==> config.mk <==
export PLATFORM = sky130hd
export DESIGN_NAME = updown_counter_param_flat
export DESIGN_NICKNAME = d
export VERILOG_FILES = /design/src/rtl/updown_counter_param_if.sv /design/src/rtl/updown_counter_param.sv /design/src/flat_wrapper.sv
export SDC_FILE = /design/constraint.sdc
export NUM_CORES = 1
export LEC_CHECK = 0
export CAP_MARGIN = 25
export CORE_MARGIN = 4
export CORE_UTILIZATION = 49
export DETAILED_ROUTE_END_ITERATION = 8
export PLACE_DENSITY = 0.79
export SYNTH_ARGS = -nofsm -noshare
export SYNTH_HDL_FRONTEND = slang
export SYNTH_SLANG_ARGS = --single-unit
==> constraint.sdc <==
create_clock -name clk -period 2.76 [get_ports clk]
set_input_delay 0.828 -clock clk [delete_from_list [all_inputs] [get_ports clk]]
set_output_delay 0.828 -clock clk [all_outputs]
set_load 0.005 [all_outputs]
==> src/rtl/updown_counter_param_if.sv <==
// Control/status bundle for the parametrised up/down counter.
// The master drives the count controls and the slave returns the count and flags.
interface updown_counter_param_if #(
    parameter int WIDTH = 12
);
    logic             en;
    logic             up;
    logic             clr;
    logic             ld;
    logic [WIDTH-1:0] ld_val;
    logic [WIDTH-1:0] q;
    logic             tc;
    logic             ovf;

    modport master (
        output en, up, clr, ld, ld_val,
        input  q, tc, ovf
    );

    modport slave (
        input  en, up, clr, ld, ld_val,
        output q, tc, ovf
    );
endinterface

==> src/rtl/updown_counter_param.sv <==
// Parametrised up/down counter with load, clear, wrap/saturate bounds,
// optional enable edge detection, a terminal-count pulse and a sticky overflow flag.
module updown_counter_param #(
    parameter int WIDTH   = 12,
    parameter int MAX_VAL = 4095,
    parameter int SAT     = 0,
    parameter int EDGE_EN = 0
) (
    input  logic                    clk,
    input  logic                    rst,
    updown_counter_param_if.slave   bus
);
    localparam logic [WIDTH-1:0] MAX_Q = WIDTH'(MAX_VAL);

    logic [WIDTH-1:0] cnt_q, cnt_d;
    logic             tc_q, tc_d;
    logic             ovf_q, ovf_d;
    logic             en_prev_q;
    logic             cnt_evt;

    assign cnt_evt = (EDGE_EN != 0) ? (bus.en & ~en_prev_q) : bus.en;

    // Bounds are checked against MAX_Q, so q never leaves 0..MAX_VAL.
    always_comb begin
        cnt_d = cnt_q;
        tc_d  = 1'b0;
        ovf_d = ovf_q;
        if (bus.clr) begin
            cnt_d = '0;
            ovf_d = 1'b0;
        end else if (bus.ld) begin
            cnt_d = (bus.ld_val > MAX_Q) ? MAX_Q : bus.ld_val;
        end else if (cnt_evt) begin
            if (bus.up) begin
                if (cnt_q >= MAX_Q) begin
                    cnt_d = (SAT != 0) ? cnt_q : '0;
                    tc_d  = 1'b1;
                    ovf_d = 1'b1;
                end else begin
                    cnt_d = cnt_q + 1'b1;
                end
            end else begin
                if (cnt_q == '0) begin
                    cnt_d = (SAT != 0) ? cnt_q : MAX_Q;
                    tc_d  = 1'b1;
                    ovf_d = 1'b1;
                end else begin
                    cnt_d = cnt_q - 1'b1;
                end
            end
        end
    end

    always_ff @(posedge clk or negedge rst) begin
        if (!rst) begin
            cnt_q     <= '0;
            tc_q      <= 1'b0;
            ovf_q     <= 1'b0;
            en_prev_q <= 1'b0;
        end else begin
            cnt_q     <= cnt_d;
            tc_q      <= tc_d;
            ovf_q     <= ovf_d;
            en_prev_q <= bus.en;
        end
    end

    assign bus.q   = cnt_q;
    assign bus.tc  = tc_q;
    assign bus.ovf = ovf_q;
endmodule

==> src/flat_wrapper.sv <==
// flat-port wrapper written by rule: the top's interface ports become plain ports
module updown_counter_param_flat 
#(
    parameter int WIDTH   = 12,
    parameter int MAX_VAL = 4095,
    parameter int SAT     = 0,
    parameter int EDGE_EN = 0
)
  (clk, rst, bus_en, bus_up, bus_clr, bus_ld, bus_ld_val, bus_q, bus_tc, bus_ovf);
  updown_counter_param_if #(.WIDTH(WIDTH)) bus_i ();
  input  logic clk;
  input  logic rst;
  input wire logic [$bits(bus_i.en)-1:0] bus_en;
  input wire logic [$bits(bus_i.up)-1:0] bus_up;
  input wire logic [$bits(bus_i.clr)-1:0] bus_clr;
  input wire logic [$bits(bus_i.ld)-1:0] bus_ld;
  input wire logic [$bits(bus_i.ld_val)-1:0] bus_ld_val;
  output wire logic [$bits(bus_i.q)-1:0] bus_q;
  output wire logic [$bits(bus_i.tc)-1:0] bus_tc;
  output wire logic [$bits(bus_i.ovf)-1:0] bus_ovf;
  assign bus_i.en = bus_en;
  assign bus_i.up = bus_up;
  assign bus_i.clr = bus_clr;
  assign bus_i.ld = bus_ld;
  assign bus_i.ld_val = bus_ld_val;
  assign bus_q = bus_i.q;
  assign bus_tc = bus_i.tc;
  assign bus_ovf = bus_i.ovf;
  updown_counter_param #(.WIDTH(WIDTH), .MAX_VAL(MAX_VAL), .SAT(SAT), .EDGE_EN(EDGE_EN)) u_core (.clk(clk), .rst(rst), .bus(bus_i));
endmodule
==> results_dict.tcl, run 1 <==
set metrics [dict create \
    crit_slowest_cell "dfrtp_1" \
    antenna_left 0 \
    hold_violations 0 \
    synth_compound_area_share_pct 25.0 \
    die_w_um 59.5 \
    synth_seq_cells 14 \
    critPathKind "reg2out" \
    synthCells 157 \
    cts_hold_buf 0 \
    post_cts_buffers 0 \
    synth_cell_types 51 \
    synth_ff_type "dfrtp_1" \
    min-delay-start "u_core.bus.ovf" \
    clock_sinks 14 \
    whs_endpoint "u_core.bus.ovf" \
    vias 1321 \
    die_h_um 59.5 \
    yosys_warnings 0 \
    antenna_found_initial 0 \
    cts_tree "yes" \
    path_clk_slew_ns 0.10 \
    max_slew_margin_pct 54.0 \
    worst_slew_pin_slew_ns 0.688 \
    min_path_cells 1 \
    ir_drop_mv 0.293 \
    port_buffers 31 \
    finalSetupTns_ns 0 \
    worstReg2RegStart "u_core.bus.q[0]" \
    synth-xor-area-share_pct 8.78 \
    clock_path_buffers 2 \
    fmax_ghz 0.419 \
    crit_required_ns 1.93 \
    rrSetupSlack_ns 0.55 \
    nets 204 \
    root_buffer "clkbuf_4" \
    path_cells "clkdlybuf4s50_1" \
    start_kind "flop" \
    cts_resized 0 \
    cts_made_buffers 3 \
    grt_pass1_vias 1232 \
    p_per_area_nw_per_um2 404 \
    finalCritPeriodShare_pct 86.5 \
    synth_top_family_by_area "simple AND/OR/NAND/NOR gates" \
    synth_nets 178 \
    synth_enable_flop_cells 0 \
    core_um2 2500 \
    ff2ff_path_depth 6 \
    crit_arrival_ns 1.56 \
    yosys.area_share.simple_pct 28.7 \
    min_path_type "reg2reg" \
    synth_area_um2 1300 \
    crit_path_end_kind "output port" \
    status "finished clean" \
    fin_skew_ns 0.00217 \
    insertion_delay_ns 0.29 \
    rows 18 \
    cpPeakStageDelay_ns 0.66 \
    synth_area_per_cell_um2 8.26 \
    grt_pass1_wl_um 6140 \
    yosysSeqAreaShare_pct 27.0 \
    grt_max_degree 15 \
    cpLargestDelayFamily "flip-flops" \
    fin_crit_ns 2.39 \
    routed_wl_um 3690 \
    hpwlAfterDp_um 2820 \
    slew_violations 0 \
    viasPerCell 6.23 \
    wl_per_cell_um 17.4 \
    synthToLayoutAreaGrowth_pct 26.5 \
    first_pass_iters 4 \
    gr-usage-all-layers_pct 22.9 \
    dieArea_um2 3540 \
    layout-drive-gt1-share_pct 9.89 \
    cp_max_fo 11 \
    cp_num_buf_inv 1 \
    leakagePower_nw 0.630 \
    gp_congestion 0.925 \
    cap_viol_max_count 0 \
    start_util_pct 51.9 \
    post-route-util_pct 65.7 \
    r2r-end "u_core.bus.q[3]" \
    rsz0062_at_grt "no" \
    drtIter0Drc 47 \
    ys_async_sr_fraction_pct 100 \
    overflow 0 \
    fillers 201 \
    diodes 0 \
    setup_violations 0 \
    yosys-mux-area-fraction_pct 0.771 \
    h-tree-depth 1 \
    synth_fa_ha_area_share_pct 2.89 \
    io-pin-count 32 \
    drc 0 \
]
through the flow:
step	cell area, um2	hold slack [ns]	cells	worst slack (ns)	power (mW)
5_1_grt	1640	0.504	212	0.307	0.711
2_1_floorplan	1300	0.477	157	0.784	0.414
3_3_place_gp	1610	0.478	208	0.336	0.504
4_1_cts	1640	0.490	212	0.362	0.667
6_report	1640	0.483	212	0.372	0.664
3_5_place_dp	1610	0.468	208	0.281	0.507
sequential cells by signal, indices dropped and copies added, names as in the netlist:
signal          count
u_core.bus.ovf      1
u_core.bus.q       12
u_core.bus.tc       1
cells in the final DEF, fill, tap and decap left out, types with 6 or more instances in the layout:
master,instances
nor3_1,10
xor2_1,6
a21oi_1,7
clkdlybuf4s50_1,31
nor2_1,12
nand2_1,9
o21ai_0,7
xnor2_1,7
nand3_1,8
dfrtp_1,14
per-layer routing:
metal | global-route usage, % | wire length, um | vias up
met1 | 30.7 | 1590 | 626
met5 | 0 | 0 | -
met4 | 8.09 | 57 | 0
met3 | 2.83 | 208 | 7
li1 | - | - | 641
met2 | 37.6 | 1830 | 47
power breakdown:
group,switching [mW],total [mW],internal [mW]
sequential,0.0507,0.272,0.221
clock,0.0784,0.159,0.0805
combinational,0.107,0.233,0.126
total,0.236,0.664,0.428
worst register-to-register path, cell delays in order (launching register included):
cell and delay, ns:
dfrtp_1 0.49, inv_1 0.14, ha_1 0.20, or4b_1 0.53, o311ai_1 0.46, a211oi_1 0.08, nor3_1 0.22
worst max-delay path by stage:
stage               startpoint              end  slack [ns]  cells past startpoint
2_1_floorplan           bus_up  u_core.bus.q[1]        0.78                      4
3_3_place_gp            bus_up  u_core.bus.q[9]        0.34                      5
3_5_place_dp            bus_ld  u_core.bus.q[9]        0.28                      6
4_1_cts        u_core.bus.q[5]         bus_q[5]        0.36                      1
5_1_grt        u_core.bus.q[5]         bus_q[5]        0.31                      1
6_report       u_core.bus.q[5]         bus_q[5]        0.37                      1
cells in the mapped netlist (all sizes together) (2+ instances only):
| cell | instances | area, um2 |
|---|---|---|
| a21o | 2 | 15.0 |
| a21oi | 8 | 43.8 |
| a221o | 5 | 51.3 |
| a221oi | 5 | 43.8 |
| a311oi | 2 | 17.5 |
| a31oi | 2 | 12.5 |
| and3 | 2 | 12.5 |
| buf | 8 | 47.5 |
| clkbuf | 6 | 22.5 |
| dfrtp | 14 | 350 |
| ha | 3 | 37.5 |
| inv | 5 | 18.8 |
| nand2 | 9 | 33.8 |
| nand2b | 2 | 12.5 |
| nand3 | 8 | 40.0 |
| nor2 | 12 | 45.0 |
| nor3 | 11 | 60.1 |
| nor3b | 2 | 15.0 |
| nor4 | 4 | 52.6 |
| o21a | 3 | 22.5 |
| o21ai | 7 | 35.0 |
| o311ai | 2 | 17.5 |
| or3 | 5 | 31.3 |
| or4 | 2 | 22.5 |
| xnor2 | 7 | 61.3 |
| xor2 | 6 | 52.6 |
final cells by class:
class,count,area [um2],area share (%)
Tap cell,30,37.5,2.29
Timing Repair Buffer,35,340,20.7
Sequential cell,14,350,21.3
Inverter,5,18.8,1.14
Clock buffer,4,36.3,2.21
Multi-Input combinational cell,124,858,52.3
cells by family (layout without fill, tap and decap cells):
kind of cell	after synthesis	in the layout
AOI/OAI and AO/OA	44	44
buffers and inverters	19	44
adders and majority gates	3	3
and+or+nand+nor	63	63
muxes	1	1
DFF	14	14
xor gates and xnor gates	13	13
Power figures use the tool's default switching activity.
==> run 2: changes to the inputs <==
- CORE_UTILIZATION: 49 -> 51
- CTS_BUF_LIST: default -> sky130_fd_sc_hd__clkbuf_4 sky130_fd_sc_hd__clkbuf_8
- PLACE_DENSITY: 0.79 -> 0.82
==> results_dict.tcl, run 2 (synthesized netlist as in run 1, its figures left out) <==
set metrics [dict create \
    cts_hold_buf 0 \
    finalSetupTns_ns 0 \
    min_path_type "reg2reg" \
    dp_cells 208 \
    cp_num_buf_inv 1 \
    rows 18 \
    path_cells "clkdlybuf4s50_1" \
    p_per_area_nw_per_um2 384 \
    first_pass_iters 4 \
    crit_required_ns 1.93 \
    rsz0062_at_grt "no" \
    cpPeakStageDelay_ns 0.63 \
    cap_viol_max_count 0 \
    vias 1359 \
    final_area_um2 1630 \
    place_area_um2 1610 \
    h-tree-depth 1 \
    port_buffers 31 \
    die_w_um 58.4 \
    dieArea_um2 3420 \
    drc 0 \
    clock_sinks 14 \
    path_clk_slew_ns 0.09 \
    wl_per_cell_um 17.2 \
    clock_path_buffers 2 \
    hpwlAfterDp_um 2660 \
    fmax_ghz 0.427 \
    core_um2 2450 \
    final_common_cell "clkdlybuf4s50_1" \
    start_kind "flop" \
    start_util_pct 52.9 \
    finalCritPeriodShare_pct 84.8 \
    nets 204 \
    max_slew_margin_pct 56.0 \
    cpLargestDelayFamily "flip-flops" \
    drtIter0Drc 47 \
    gr-usage-all-layers_pct 23.5 \
    die_h_um 58.4 \
    post-route-util_pct 66.3 \
    root_buffer "clkbuf_4" \
    layout-drive-gt1-share_pct 9.39 \
    insertion_delay_ns 0.28 \
    slew_violations 0 \
    cts_tree "yes" \
    grt_pass1_wl_um 6280 \
    status "finished clean" \
    crit_path_end_kind "output port" \
    instances_no_fill 211 \
    gp_congestion 0.926 \
    critPathKind "reg2out" \
    antenna_found_initial 0 \
    hold_violations 0 \
    worst_slew_pin_slew_ns 0.658 \
    hold_slack_ns 0.485 \
    routed_wl_um 3630 \
    cts_made_buffers 3 \
    antenna_left 0 \
    viasPerCell 6.44 \
    layout_common_cells "31 x clkdlybuf4s50_1, 14 x dfrtp_1, 12 x nor2_1" \
    crit_slowest_cell "dfrtp_1" \
    setup_violations 0 \
    overflow 0 \
    diodes 0 \
    largest_reg_flops 12 \
    grt_pass1_vias 1322 \
    synthToLayoutAreaGrowth_pct 25.5 \
    fin_crit_ns 2.34 \
    grt_max_degree 16 \
    io-pin-count 32 \
    cp_max_fo 11 \
    crit_arrival_ns 1.51 \
    leakagePower_nw 0.623 \
    cts_resized 0 \
    ir_drop_mv 0.252 \
    post_cts_buffers 0 \
    fin_skew_ns 0.00682 \
    fillers 223 \
]
## run 2: cell types whose count changed in the layout (fill, tap and decap cells not counted), sizes merged
cell    previous run  this run
clkbuf             4         3
## run 2: path summary, 6_finish.rpt
check	start	endpoint	slack (ns)	depth (start not counted)
worst max-delay path	u_core.bus.q[5]	bus_q[5]	0.42	1
worst min-delay path	u_core.bus.ovf	u_core.bus.ovf	0.48	1
worst max register to register	u_core.bus.q[0]	u_core.bus.q[2]	0.55	6
worst min register to register	u_core.bus.ovf	u_core.bus.ovf	0.48	1
max in group asynchronous	rst	u_core.bus.q[11]	1.40	1
min in group asynchronous	rst	u_core.bus.ovf	0.94	1
## run 2: report_power, final
group / leakage [nW] / internal [mW] / switching (mW)
registers: 0.183 / 0.221 / 0.0512
clock network: 0.0138 / 0.0507 / 0.0695
logic: 0.426 / 0.126 / 0.106
## run 2: routing by layer
layer | vias up | track usage [%] | share of wire, %
met1 | 651 | 32.0 | 44
met2 | 60 | 37.6 | 49
li1 | 643 | - | -
met5 | - | 0 | 0
met4 | 0 | 8.28 | 1.0
met3 | 5 | 3.73 | 6.1
## run 2: cell type report
class | instances | area (um2) | area share [%]
clock buffer | 3 | 22.5 | 1.38
inverter | 5 | 18.8 | 1.15
multi-input combinational | 124 | 858 | 52.7
sequential | 14 | 350 | 21.5
tap | 30 | 37.5 | 2.31
timing repair buffer | 35 | 340 | 20.9
## run 2: through the flow
| step | power [mW] | setup slack [ns] |
|---|---|---|
| 2_1_floorplan | 0.414 | 0.784 |
| 3_3_place_gp | 0.499 | 0.326 |
| 3_5_place_dp | 0.505 | 0.254 |
| 4_1_cts | 0.627 | 0.407 |
| 5_1_grt | 0.669 | 0.342 |
| 6_report | 0.625 | 0.419 |
==> run 3: changes to the inputs <==
- CORE_UTILIZATION: 51 -> 46
- PLACE_DENSITY: 0.82 -> 0.78
- clock period: 2.76 -> 1.95 ns (I/O delays scaled with it)
==> results_dict.tcl, run 3 (synthesized netlist as in run 1, its figures left out) <==
set metrics [dict create \
    power.total_mw 1.17 \
    leakagePower_nw 0.983 \
    violations "setup timing" \
    cp_num_buf_inv 2 \
    rrSetupSlack_ns -0.12 \
    clock_path_buffers 2 \
    dieArea_um2 3730 \
    seqCellArea_um2 354 \
    ff2ff_path_depth 7 \
    hold_violations 0 \
    status "finished, violations left" \
    worstReg2RegStart "u_core.bus.q[4]" \
    fillers 137 \
    drc 0 \
    hpwlAfterDp_um 3300 \
    cpPeakStageDelay_ns 0.43 \
    die_h_um 61.1 \
    multi_input_area_um2 952 \
    grt_pass1_wl_um 7360 \
    routed_wl_um 5350 \
    insertion_delay_ns 0.30 \
    cpLargestDelayFamily "compound AO/OA/AOI/OAI gates" \
    grt_pass1_vias 1584 \
    gr-usage-all-layers_pct 26.3 \
    r2r-end "u_core.bus.q[11]" \
    nets 259 \
    min_path_cells 1 \
    largest_reg_flops 12 \
    fmax_ghz 0.483 \
    path_cells "buf_4 -> nor4_2 -> buf_4 -> a31oi_1 -> a311oi_1 -> a311oi_1 -> a221o_1" \
    diodes 0 \
    clock_sinks 14 \
    crit_path_end_kind "flop" \
    cts_tree "yes" \
    drtIter0Drc 135 \
    layout-drive-gt1-share_pct 38.4 \
    min-delay-start "u_core.bus.ovf" \
    cts_hold_buf 0 \
    rsz0062_at_grt "yes" \
    path_clk_slew_ns 0.10 \
    first_pass_iters 4 \
    wl_per_cell_um 20.0 \
    core_um2 2590 \
    gp_congestion 0.976 \
    critPathKind "reg2reg" \
    max_slew_margin_pct 67.1 \
    instances_no_fill 267 \
    slew_violations 0 \
    final_common_cell "buf_4" \
    whs_endpoint "u_core.bus.ovf" \
    dp_cells 245 \
    crit_arrival_ns 2.26 \
    ir_drop_mv 0.483 \
    worst_slew_pin_slew_ns 0.490 \
    io-pin-count 32 \
    overflow 0 \
    synthToLayoutAreaGrowth_pct 68.4 \
    finalCritPeriodShare_pct 106 \
    crit_required_ns 2.14 \
    start_kind "flop" \
    min_path_type "reg2reg" \
    cp_max_fo 4 \
    die_w_um 61.1 \
    root_buffer "clkbuf_4" \
    layout_common_cells "52 x buf_4, 27 x clkdlybuf4s50_1, 11 x nor2_1, 11 x dfrtp_1, 9 x nand2_1" \
    p_per_area_nw_per_um2 538 \
    antenna_found_initial 0 \
    port_buffers 31 \
    viasPerCell 6.33 \
    fin_crit_ns 2.07 \
    start_util_pct 50.1 \
    grt_max_degree 15 \
    cts_made_buffers 3 \
    fin_skew_ns 0.00602 \
    crit_slowest_cell "dfrtp_1" \
    antenna_left 0 \
    h-tree-depth 1 \
    worst_slack_ns -0.118 \
    vias 1689 \
    setup_violations 6 \
    cap_viol_max_count 0 \
    rows 18 \
]
-- run 3: changes by cell type in the layout (fill, tap and decap cells not counted), sizes merged --
cell / before / now
clkdlybuf4s50: 31 / 27
clkbuf: 3 / 4
buf: 4 / 59
dlymetal6s2s: 0 / 3
dlygate4sd2: 0 / 1
-- run 3: per-stage QoR --
| step | hold slack [ns] | instance area, um2 | setup TNS (ns) | utilization [%] | setup slack [ns] |
|---|---|---|---|---|---|
| after floorplan | 0.289 | 1300 | 0 | - | 0.00148 |
| after global placement | 0.470 | 1880 | -0.661 | 72.7 | -0.101 |
| after detailed placement | 0.486 | 1880 | -1.07 | 72.7 | -0.152 |
| after CTS | 0.508 | 2010 | 0 | 77.7 | 0.00239 |
| after global routing | 0.516 | 2180 | -0.767 | 84.3 | -0.173 |
| final | 0.505 | 2180 | -0.226 | 84.3 | -0.118 |
-- run 3: worst max-delay path by stage --
stage	depth (start not counted)	end	startpoint	slack [ns]
2_1_floorplan	7	u_core.bus.q[9]	u_core.bus.q[0]	0.001
6_report	7	u_core.bus.q[11]	u_core.bus.q[4]	-0.12
3_3_place_gp	6	u_core.bus.q[4]	bus_up	-0.10
3_5_place_dp	6	u_core.bus.q[9]	bus_ld	-0.15
4_1_cts	2	bus_q[1]	u_core.bus.q[1]	0.002
5_1_grt	7	u_core.bus.q[11]	u_core.bus.q[8]	-0.17
-- run 3: per-layer routing --
metal	wire, um	share of wire (%)	up-vias	GRT usage (%)
met2	2610	49	112	44.0
met4	290	5.4	0	9.60
met5	0	0	-	0
met1	2050	38	792	33.1
li1	-	-	752	-
met3	407	7.6	33	5.66
-- run 3: area by class of cell --
type	count	share of cell area, %
multi-input cells	124	43.6
repair buffers	90	36.0
flip-flops and latches	14	16.2
well taps	30	1.72
clock buffers	4	1.66
inverters	5	0.859
-- run 3: power by group --
group | leakage [nW] | total, mW | internal, mW | switching (mW)
sequential | 0.179 | 0.351 | 0.315 | 0.0366
combinational | 0.782 | 0.593 | 0.317 | 0.277
clock | 0.0210 | 0.230 | 0.114 | 0.116
-- run 3: repair_timing --
action | 4_1_cts | 5_1_grt
gates resized for setup | 13 | 21
pin swaps | 0 | 7
endpoints found under the setup margin | 12 | 21
buffers inserted | 7 | 11
